[src/rtl/writeback_arbiter_pkg.sv]
// rtl/writeback_arbiter_pkg.sv - shared widths, defaults and writeback entry record
package writeback_arbiter_pkg;
    localparam int REG_ADDR_W       = 5;
    localparam int DATA_W           = 32;
    localparam int DEF_FIFO_DEPTH   = 4;
    localparam int DEF_STARVE_LIMIT = 4;

    typedef struct packed {
        logic [REG_ADDR_W-1:0] rd;
        logic [DATA_W-1:0]     data;
    } wb_entry_t;
endpackage

[src/rtl/wb_fifo.sv]
// rtl/wb_fifo.sv - multdiv result FIFO, power-of-two depth, no same-cycle bypass
module wb_fifo
    import writeback_arbiter_pkg::*;
#(
    parameter int DEPTH = DEF_FIFO_DEPTH
) (
    input  logic                         clock,
    input  logic                         reset,
    input  logic                         push_i,
    input  wb_entry_t                    push_entry_i,
    input  logic                         pop_i,
    output wb_entry_t                    head_o,
    output logic                         full_o,
    output logic                         empty_o,
    output logic [$clog2(DEPTH+1)-1:0]   count_o
);
    localparam int PW = $clog2(DEPTH);
    localparam int CW = $clog2(DEPTH + 1);

    logic [PW-1:0] wr_ptr_q, rd_ptr_q;
    logic [CW-1:0] count_q;
    wb_entry_t     mem_q [DEPTH];

    // Pointers wrap naturally because DEPTH is a power of two.
    always_ff @(posedge clock) begin
        if (reset) begin
            wr_ptr_q <= '0;
            rd_ptr_q <= '0;
            count_q  <= '0;
        end else begin
            if (push_i) wr_ptr_q <= wr_ptr_q + PW'(1);
            if (pop_i)  rd_ptr_q <= rd_ptr_q + PW'(1);
            case ({push_i, pop_i})
                2'b10:   count_q <= count_q + CW'(1);
                2'b01:   count_q <= count_q - CW'(1);
                default: count_q <= count_q;
            endcase
        end
    end

    always_ff @(posedge clock) begin
        if (push_i && !reset) mem_q[wr_ptr_q] <= push_entry_i;
    end

    assign head_o  = mem_q[rd_ptr_q];
    assign full_o  = (count_q == CW'(DEPTH));
    assign empty_o = (count_q == '0);
    assign count_o = count_q;
endmodule

[src/rtl/writeback_arbiter.sv]
// rtl/writeback_arbiter.sv - pipeline vs multdiv register-file write arbitration
// with starvation stall and multdiv busy scoreboard
module writeback_arbiter
    import writeback_arbiter_pkg::*;
#(
    parameter int FIFO_DEPTH   = DEF_FIFO_DEPTH,
    parameter int STARVE_LIMIT = DEF_STARVE_LIMIT
) (
    input  logic                  clock,
    input  logic                  ctrl_reset,
    input  logic                  pipe_we,
    input  logic [REG_ADDR_W-1:0] pipe_rd,
    input  logic [DATA_W-1:0]     pipe_data,
    input  logic                  md_valid,
    input  logic [REG_ADDR_W-1:0] md_rd,
    input  logic [DATA_W-1:0]     md_data,
    output logic                  md_ready,
    input  logic                  md_issue,
    input  logic [REG_ADDR_W-1:0] md_issue_rd,
    input  logic [REG_ADDR_W-1:0] ctrl_readRegA,
    input  logic [REG_ADDR_W-1:0] ctrl_readRegB,
    input  logic [REG_ADDR_W-1:0] ctrl_readRegC,
    output logic                  busyA,
    output logic                  busyB,
    output logic                  busyC,
    output logic                  ctrl_writeEnable,
    output logic [REG_ADDR_W-1:0] ctrl_writeReg,
    output logic [DATA_W-1:0]     data_writeReg,
    output logic                  wb_stall
);
    localparam int SW = $clog2(STARVE_LIMIT + 1);
    localparam int CW = $clog2(FIFO_DEPTH + 1);

    logic                  pipe_act, md_push, fifo_pop, fifo_full, fifo_empty;
    wb_entry_t             fifo_head;
    logic [CW-1:0]         fifo_count;
    logic                  we_q, we_d;
    logic [REG_ADDR_W-1:0] reg_q, reg_d;
    logic [DATA_W-1:0]     data_q, data_d;
    logic [SW-1:0]         starve_q, starve_d;
    logic [31:0]           busy_q, busy_d;

    assign pipe_act = pipe_we && (pipe_rd != '0);
    assign md_ready = !fifo_full;
    // rd=0 offers are handshaken but never enter the FIFO.
    assign md_push  = md_valid && md_ready && (md_rd != '0);
    assign fifo_pop = !pipe_act && !fifo_empty;

    wb_fifo #(.DEPTH(FIFO_DEPTH)) u_fifo (
        .clock        (clock),
        .reset        (ctrl_reset),
        .push_i       (md_push),
        .push_entry_i ('{rd: md_rd, data: md_data}),
        .pop_i        (fifo_pop),
        .head_o       (fifo_head),
        .full_o       (fifo_full),
        .empty_o      (fifo_empty),
        .count_o      (fifo_count)
    );

    always_comb begin
        we_d     = 1'b0;
        reg_d    = reg_q;
        data_d   = data_q;
        starve_d = starve_q;
        busy_d   = busy_q;
        if (pipe_act) begin
            we_d   = 1'b1;
            reg_d  = pipe_rd;
            data_d = pipe_data;
        end else if (fifo_pop) begin
            we_d   = 1'b1;
            reg_d  = fifo_head.rd;
            data_d = fifo_head.data;
        end
        if (fifo_empty || fifo_pop)
            starve_d = '0;
        else if (starve_q != SW'(STARVE_LIMIT))
            starve_d = starve_q + SW'(1);
        // Clear before set so a same-cycle issue to the popped register wins.
        if (fifo_pop)
            busy_d[fifo_head.rd] = 1'b0;
        if (md_issue && (md_issue_rd != '0))
            busy_d[md_issue_rd] = 1'b1;
        busy_d[0] = 1'b0;
    end

    always_ff @(posedge clock) begin
        if (ctrl_reset) begin
            we_q     <= 1'b0;
            reg_q    <= '0;
            data_q   <= '0;
            starve_q <= '0;
            busy_q   <= '0;
        end else begin
            we_q     <= we_d;
            reg_q    <= reg_d;
            data_q   <= data_d;
            starve_q <= starve_d;
            busy_q   <= busy_d;
        end
    end

    assign ctrl_writeEnable = we_q;
    assign ctrl_writeReg    = reg_q;
    assign data_writeReg    = data_q;
    assign wb_stall         = (starve_q == SW'(STARVE_LIMIT)) || (fifo_count == CW'(FIFO_DEPTH));
    assign busyA            = busy_q[ctrl_readRegA];
    assign busyB            = busy_q[ctrl_readRegB];
    assign busyC            = busy_q[ctrl_readRegC];
endmodule
[config.mk]
export PLATFORM = sky130hd
export DESIGN_NAME = writeback_arbiter
export DESIGN_NICKNAME = d
export VERILOG_FILES = /design/src/rtl/writeback_arbiter_pkg.sv /design/src/rtl/wb_fifo.sv /design/src/rtl/writeback_arbiter.sv
export SDC_FILE = /design/constraint.sdc
export NUM_CORES = 1
export LEC_CHECK = 0
export BUFFER_PORTS_ARGS = -buffer_cell sky130_fd_sc_hd__buf_2
export CAP_MARGIN = 20
export CORE_MARGIN = 4
export CORE_UTILIZATION = 52
export CTS_CLUSTER_SIZE = 8
export DETAILED_ROUTE_END_ITERATION = 12
export MAX_ROUTING_LAYER = met4
export PLACE_DENSITY = 0.81
export SYNTH_ARGS = -nofsm -noshare
export SYNTH_HDL_FRONTEND = slang
export SYNTH_SLANG_ARGS = --single-unit
[constraint.sdc]
create_clock -name clock -period 2.6 [get_ports clock]
set_clock_uncertainty 0.15 [all_clocks]
set_input_delay 0.39 -clock clock [delete_from_list [all_inputs] [get_ports clock]]
set_output_delay 0.39 -clock clock [all_outputs]
set_load 0.05 [all_outputs]
==> flow_summary.toml, run 1 <==
[run_status]
status = "finished clean"

[hold_path]
hold_path_depth = 1
hp-class = "in2reg"

[grt]
grt_pass1_wl_um = 39900
grt_max_degree = 81
grt.overflow.total = 0
grt_pass1_vias = 7304
antenna_found_initial = 4
grt_usage = 0.244

[critical_path]
crit_end = "busyC"
cp_max_fo = 4
critical-path-top-delay-family = "multiplexers"
startpoint_type = "register"
r2r-start = "u_fifo.count_o[0]$_SDFFE_PP0P_"
crit_slowest_cell = "mux4_2"
r2r_end = "u_fifo.count_o[2]$_SDFFE_PP0P_"
crit_start = "busy_q[25]$_SDFF_PP0_"
crit_required_ps = 2060
max_stage_delay_ps = 480
rrSetupSlack_ps = 130
worstSetupEndpointType = "output port"
worstSetupPathType = "reg2out"
crit_arrival_ps = 2010
rr_worst_depth = 8
cp_num_cells = 5
crit_chain = "mux4_2, a22oi_2, o211ai_1, mux2_2, buf_6"
critPathBufInv = 1

[yosys]
syn_avg_cell_area_um2 = 13.8
yosysWarnings = 0
synthCells = 711
yosysSeqAreaShare = 0.616
synth.distinct_cells = 49
synth_ff_type = "edfxtp_1"
syn_area_um2 = 9840
synthArstFlopShare = 0
synth_edf_count = 148
syn-num-nets = 818
ys_ff_latch = 229

[power_and_ir_drop]
totalPowerFinal_uw = 11100
p_leak_uw = 0.00441
peakVddDrop_mv = 0.657
powerDensity_nw_per_um2 = 902

[clock_network]
clk_pin_slew_ps = 50
numCtsBuffers = 34
cts_tree = "done"
cts.sinks = 229
ctsRootBufferMaster = "clkbuf_16"
clk-insertion-delay-late_ps = 500
clock_path_buffers = 3
htreeDepth = 2

[final_layout]
mostFrequentLayoutCells = "148 x edfxtp_1, 138 x buf_2, 88 x nand2_1"
fin_area_um2 = 12300
multi_input_area_um2 = 3570
layout_commonest_cell = "edfxtp_1"
synthToLayoutAreaGrowth_pct = 25.3
ff_latch_area_um2 = 6070
drive_gt1_frac = 0.320
fillers = 1247
fin_nets = 1013

[route]
drc = 0
route.antenna.remaining_nets = 0
dr.first_iter.drc_count = 852
first_pass_iters = 5
wl_per_cell_um = 21.7
vias = 7133
routed_via_density = 6.11
wirelength_um = 25300

[floorplanning]
die_h_um = 146
core_um2 = 18600
ios = 142
start_util = 0.528
die_x_um = 146
die_area_um2 = 21200
num_rows = 50

[timing]
drv_slew = 0
rsz0062_at_grt = "yes"
clock.fmax_ghz = 0.391
relSlewSlack = 0.417
hold_viol = 0
min_period_ps = 2550
setup_viol_count_final = 0
finalCritPeriodShare = 0.983
max_slew.worst_pin.slew_ps = 874

[placement]
gp_congestion = 0.873
io_buffers = 141
dp_hpwl_um = 15600
dpl_cell_area_um2 = 11000

[run]
cap_violations = 0
power by group:
part / switching (uW) / internal (uW)
clock: 1520 / 2490
combinational: 1860 / 912
sequential: 167 / 4180
synth_stat cells (10+ instances only):
master    instances  area, um2
edfxtp_1        148       4440
nand2_1          88        330
dfxtp_1          81       1620
nor2_1           59        221
mux4_2           58       1310
a311oi_1         46        403
a21oi_1          36        180
clkbuf_1         35        131
mux2i_1          17        170
o31ai_1          14        105
buf_2            13       65.1
a211oi_1         10       75.1
stage by stage:
| stage | setup TNS, ps | std cells | utilization | hold slack, ps | setup slack (ps) |
|---|---|---|---|---|---|
| after floorplan | -49.5 | 711 | - | 315 | -49.5 |
| after global placement | -17.1 | 1072 | 0.590 | 316 | -17.1 |
| after detailed placement | -79.1 | 1072 | 0.590 | 319 | -79.1 |
| after CTS | 0 | 1163 | 0.660 | 21.4 | 2.62 |
| after global routing | -48.3 | 1167 | 0.662 | 23.1 | -36.2 |
| final | 0 | 1167 | 0.662 | 25.4 | 45.2 |
worst reg2reg max path, delay by kind of cell (launching register included):
family                     cells  cell delay, ps
DFF                            1             350
buffers and inverters          1              50
and+or+nand+nor                2             820
adders and majority gates      2             570
AOI/OAI and AO/OA              2             300
xor gates and xnor gates       1             150
repair_timing:
action                                  4_1_cts  5_1_grt
hold buffers                                 32        0
pin swaps                                     0        1
hold endpoints to repair                    128        0
setup buffers                                 0        0
endpoints found under the setup margin        3        4
gates resized for setup                       7        5
cell families (layout without fill, tap and decap cells):
| group | count (synthesis) | in the layout | share of synthesized area |
|---|---|---|---|
| and+or+nand+nor | 202 | 202 | 0.0946 |
| adders and majority gates | 8 | 8 | 0.0109 |
| DFF | 229 | 229 | 0.616 |
| other | 0 | 4 | 0 |
| muxes | 78 | 78 | 0.153 |
| AOI/OAI and AO/OA | 128 | 128 | 0.0942 |
| xor gates and xnor gates | 6 | 6 | 0.00534 |
| buffers and inverters | 60 | 278 | 0.0254 |
layer usage:
layer | routed length (um) | global-route usage
met3 | 1780 | 0.0470
met4 | 1060 | 0.111
met5 | 0 | -
met1 | 9460 | 0.293
met2 | 13000 | 0.404
worst min path at each step:
stage,from,to,slack (ps)
3_5_place_dp,data_writeReg[14]$_SDFFE_PP0P_,data_writeReg[14]$_SDFFE_PP0P_,320
4_1_cts,md_rd[1],u_fifo.mem_q[1][33]$_DFFE_PP_,20
6_report,md_rd[1],u_fifo.mem_q[1][33]$_DFFE_PP_,30
5_1_grt,md_rd[1],u_fifo.mem_q[1][33]$_DFFE_PP_,20
3_3_place_gp,data_writeReg[21]$_SDFFE_PP0P_,data_writeReg[21]$_SDFFE_PP0P_,320
2_1_floorplan,busy_q[20]$_SDFF_PP0_,busy_q[20]$_SDFF_PP0_,310
final cells by class:
| cell class | instances | share of cell area |
|---|---|---|
| diodes | 4 | 0.000811 |
| repair buffers | 210 | 0.112 |
| flip-flops and latches | 229 | 0.492 |
| clock inverters | 2 | 0.00112 |
| inverters | 9 | 0.00274 |
| multi-input cells | 422 | 0.290 |
| well taps | 234 | 0.0237 |
| clock buffers | 57 | 0.0777 |
flip-flops by register name, indices dropped and copies added (netlist names), named ones only:
signal,flops
busy_q,31
ctrl_writeEnable,1
ctrl_writeReg,5
data_writeReg,32
starve_q,3
u_fifo.count_o,3
u_fifo.mem_q,148
u_fifo.rd_ptr_q,2
u_fifo.wr_ptr_q,2
(Power assumes the default switching activity.)
==> run 2, diff against run 1 <==
--- a/config.mk
+++ b/config.mk
@@ -15,4 +15,5 @@
 export PLACE_DENSITY = 0.81
 export SYNTH_ARGS = -nofsm -noshare
 export SYNTH_HDL_FRONTEND = slang
+export SYNTH_HIERARCHICAL = 1
 export SYNTH_SLANG_ARGS = --single-unit
==> run 2 against run 1 <==
  * Worst setup slack better by 96 ps
  * Synthesized cell count unchanged
  * Via count fell by 4.7%
  * Count of clock-buffer cells in the layout stayed put
  * Clock power barely moved
  * Non-clock buffer count down 7
  * Maximum frequency is 3.9% higher
  * Global-route usage fell by 1.9 points
  * Critical endpoint is now busyB
  * Largest power group unchanged
==> flow_summary.toml, run 2 <==
[run_status]
status = "finished clean"

[yosys]
synthArstFlopShare = 0
syn_area_um2 = 9980
synth_top_cell_by_area = "edfxtp_1"
synth_ff_type = "edfxtp_1"
synth.top_cell.area_share = 0.445
synth_edf_count = 148
synthTopCellsByArea = "edfxtp_1 45%, dfxtp_1 16%, mux4_2 8.8%"
ys_ff_latch = 229
syn-num-nets = 818
synthCells = 711
synth.most_common_cell = "edfxtp_1"
synth.distinct_cells = 47
syn_avg_cell_area_um2 = 14.0
yosysWarnings = 6
yosysSeqAreaShare = 0.608
synth.top_cells.by_count = "148 x edfxtp_1, 81 x dfxtp_1, 64 x mux2i_1, 57 x nor2_1, 43 x a21oi_1"

[timing]
setup_viol_count_final = 0
min_period_ps = 2460
finalCritPeriodShare = 0.946
drv_slew = 0
relSlewSlack = 0.383
rsz0062_at_grt = "no"
hold_viol = 0
setup_tns_ps = 0
clock.fmax_ghz = 0.407
max_slew.worst_pin.slew_ps = 925

[critical_path]
rrSetupSlack_ps = 210
r2r-start = "u_fifo/count_o[0]$_SDFFE_PP0P_"
cp_max_fo = 4
critical-path-top-delay-family = "multiplexers"
crit_chain = "mux4_2, nand2b_1, o211ai_1, nand4_1, buf_2"
cp_num_cells = 5
r2r_end = "u_fifo/mem_q[1][36]$_DFFE_PP_"
worstSetupEndpointType = "output port"
crit_slowest_cell = "mux4_2"
rr_worst_depth = 8
crit_start = "busy_q[7]$_SDFF_PP0_"
crit_arrival_ps = 1920
critPathBufInv = 1
max_stage_delay_ps = 480
worstSetupPathType = "reg2out"
crit_required_ps = 2060
crit_end = "busyB"
startpoint_type = "register"

[floorplanning]
start_util = 0.532
num_rows = 50
ios = 142
core_um2 = 18800
die_h_um = 147
die_area_um2 = 21500
die_x_um = 147

[grt]
grt_pass1_wl_um = 37800
antenna_found_initial = 1
grt.overflow.total = 0
grt_usage = 0.225
grt_max_degree = 81
grt_pass1_vias = 7087

[final_layout]
largest-register = "u_fifo/mem_q"
drive_gt1_frac = 0.283
largest_reg_flops = 148
fillers = 1354
final_core_util = 0.658
fin_cells = 1159
synthToLayoutAreaGrowth_pct = 23.8
fin_nets = 1007
layout_commonest_cell = "edfxtp_1"
mostFrequentLayoutCells = "148 x edfxtp_1, 141 x buf_2, 80 x dfxtp_1"

[power_and_ir_drop]
peakVddDrop_mv = 0.620
p_leak_uw = 0.00461
powerDensity_nw_per_um2 = 928

[clock_network]
htreeDepth = 2
clk-insertion-delay-late_ps = 490
numCtsBuffers = 34
cts_tree = "done"
clk_pin_slew_ps = 50
ctsRootBufferMaster = "clkbuf_16"
cts.sinks = 229
clock_path_buffers = 3

[placement]
dp_hpwl_um = 14700
gp_congestion = 0.848
io_buffers = 141
dp_cells = 1063

[route]
vias = 6799
first_pass_iters = 6
wl_per_cell_um = 20.3
drc = 0
routed_via_density = 5.87
dr.first_iter.drc_count = 593
wirelength_um = 23500
route.antenna.remaining_nets = 0

[hold_path]
hp-class = "in2reg"

[run]
cap_violations = 0
run 2: worst min path at each step:
stage                                      from                              to  slack, ps  depth (start not counted)
after floorplan           busy_q[18]$_SDFF_PP0_           busy_q[18]$_SDFF_PP0_        310                          2
after detailed placement   busy_q[5]$_SDFF_PP0_            busy_q[5]$_SDFF_PP0_        340                          2
final                              pipe_data[7]   data_writeReg[7]$_SDFFE_PP0P_         40                          3
after global placement     busy_q[4]$_SDFF_PP0_            busy_q[4]$_SDFF_PP0_        330                          2
after CTS                          pipe_data[7]   data_writeReg[7]$_SDFFE_PP0P_         20                          3
after global routing              pipe_data[16]  data_writeReg[16]$_SDFFE_PP0P_         30                          3
run 2: report_power, final:
| part | leakage [uW] | internal, uW | switching [uW] | total, uW |
|---|---|---|---|---|
| registers | 0.00201 | 4190 | 172 | 4370 |
| clock network | 0.000471 | 2500 | 1500 | 4010 |
| logic | 0.00213 | 1220 | 1870 | 3090 |
| total | 0.00461 | 7920 | 3540 | 11500 |
run 2: worst register-to-register path, stage by stage, from the launching register on:
cell,delay [ps]
dfxtp_1,390
inv_1,100
and3_1,170
inv_1,110
o311a_1,210
inv_1,100
nor2_1,250
and2_2,370
buf_12,230
run 2: cell families after synthesis:
| kind of cell | Yosys count | synth area share |
|---|---|---|
| xor+xnor | 6 | 0.00527 |
| compound gates | 131 | 0.0922 |
| mux | 112 | 0.173 |
| fa+ha+maj | 8 | 0.0108 |
| simple gates | 163 | 0.0779 |
| buf+inv | 62 | 0.0331 |
| flops | 229 | 0.608 |
run 2: what timing repair did:
action,in CTS,in global routing
gates resized for setup,0,1
hold buffers,35,0
endpoints found under the setup margin,0,16
hold endpoints to repair,140,0
buffers inserted,0,0
run 2: final cells by class:
class                           count  area [um2]  area share
Inverter                           12        45.0     0.00365
Antenna cell                        2        5.00    0.000405
Tap cell                          234         293      0.0237
Timing Repair Buffer              203        1320       0.107
Clock buffer                       57         958      0.0776
Clock inverter                      2        32.5     0.00263
Multi-Input combinational cell    420        3630       0.294
Sequential cell                   229        6070       0.491
run 2: stage by stage:
step / instance area [um2] / setup slack, ps / hold slack, ps / total power [uW]
floorplan: 10000 / -121 / 309 / 6760
global placement: 11000 / -164 / 327 / 7390
detailed placement: 11000 / -197 / 343 / 7450
CTS: 12300 / 113 / 16.7 / 11600
global route: 12300 / 11.6 / 28.5 / 11900
finish: 12300 / 141 / 36.9 / 11500
run 2: per-layer routing:
layer / part of all wire / global-route usage / routed length (um) / up-vias
li1: - / - / - / 3172
met1: 0.40 / 0.279 / 9320 / 3328
met2: 0.53 / 0.388 / 12400 / 265
met3: 0.064 / 0.0388 / 1510 / 34
met4: 0.013 / 0.0560 / 303 / 0
met5: 0 / - / 0 / -
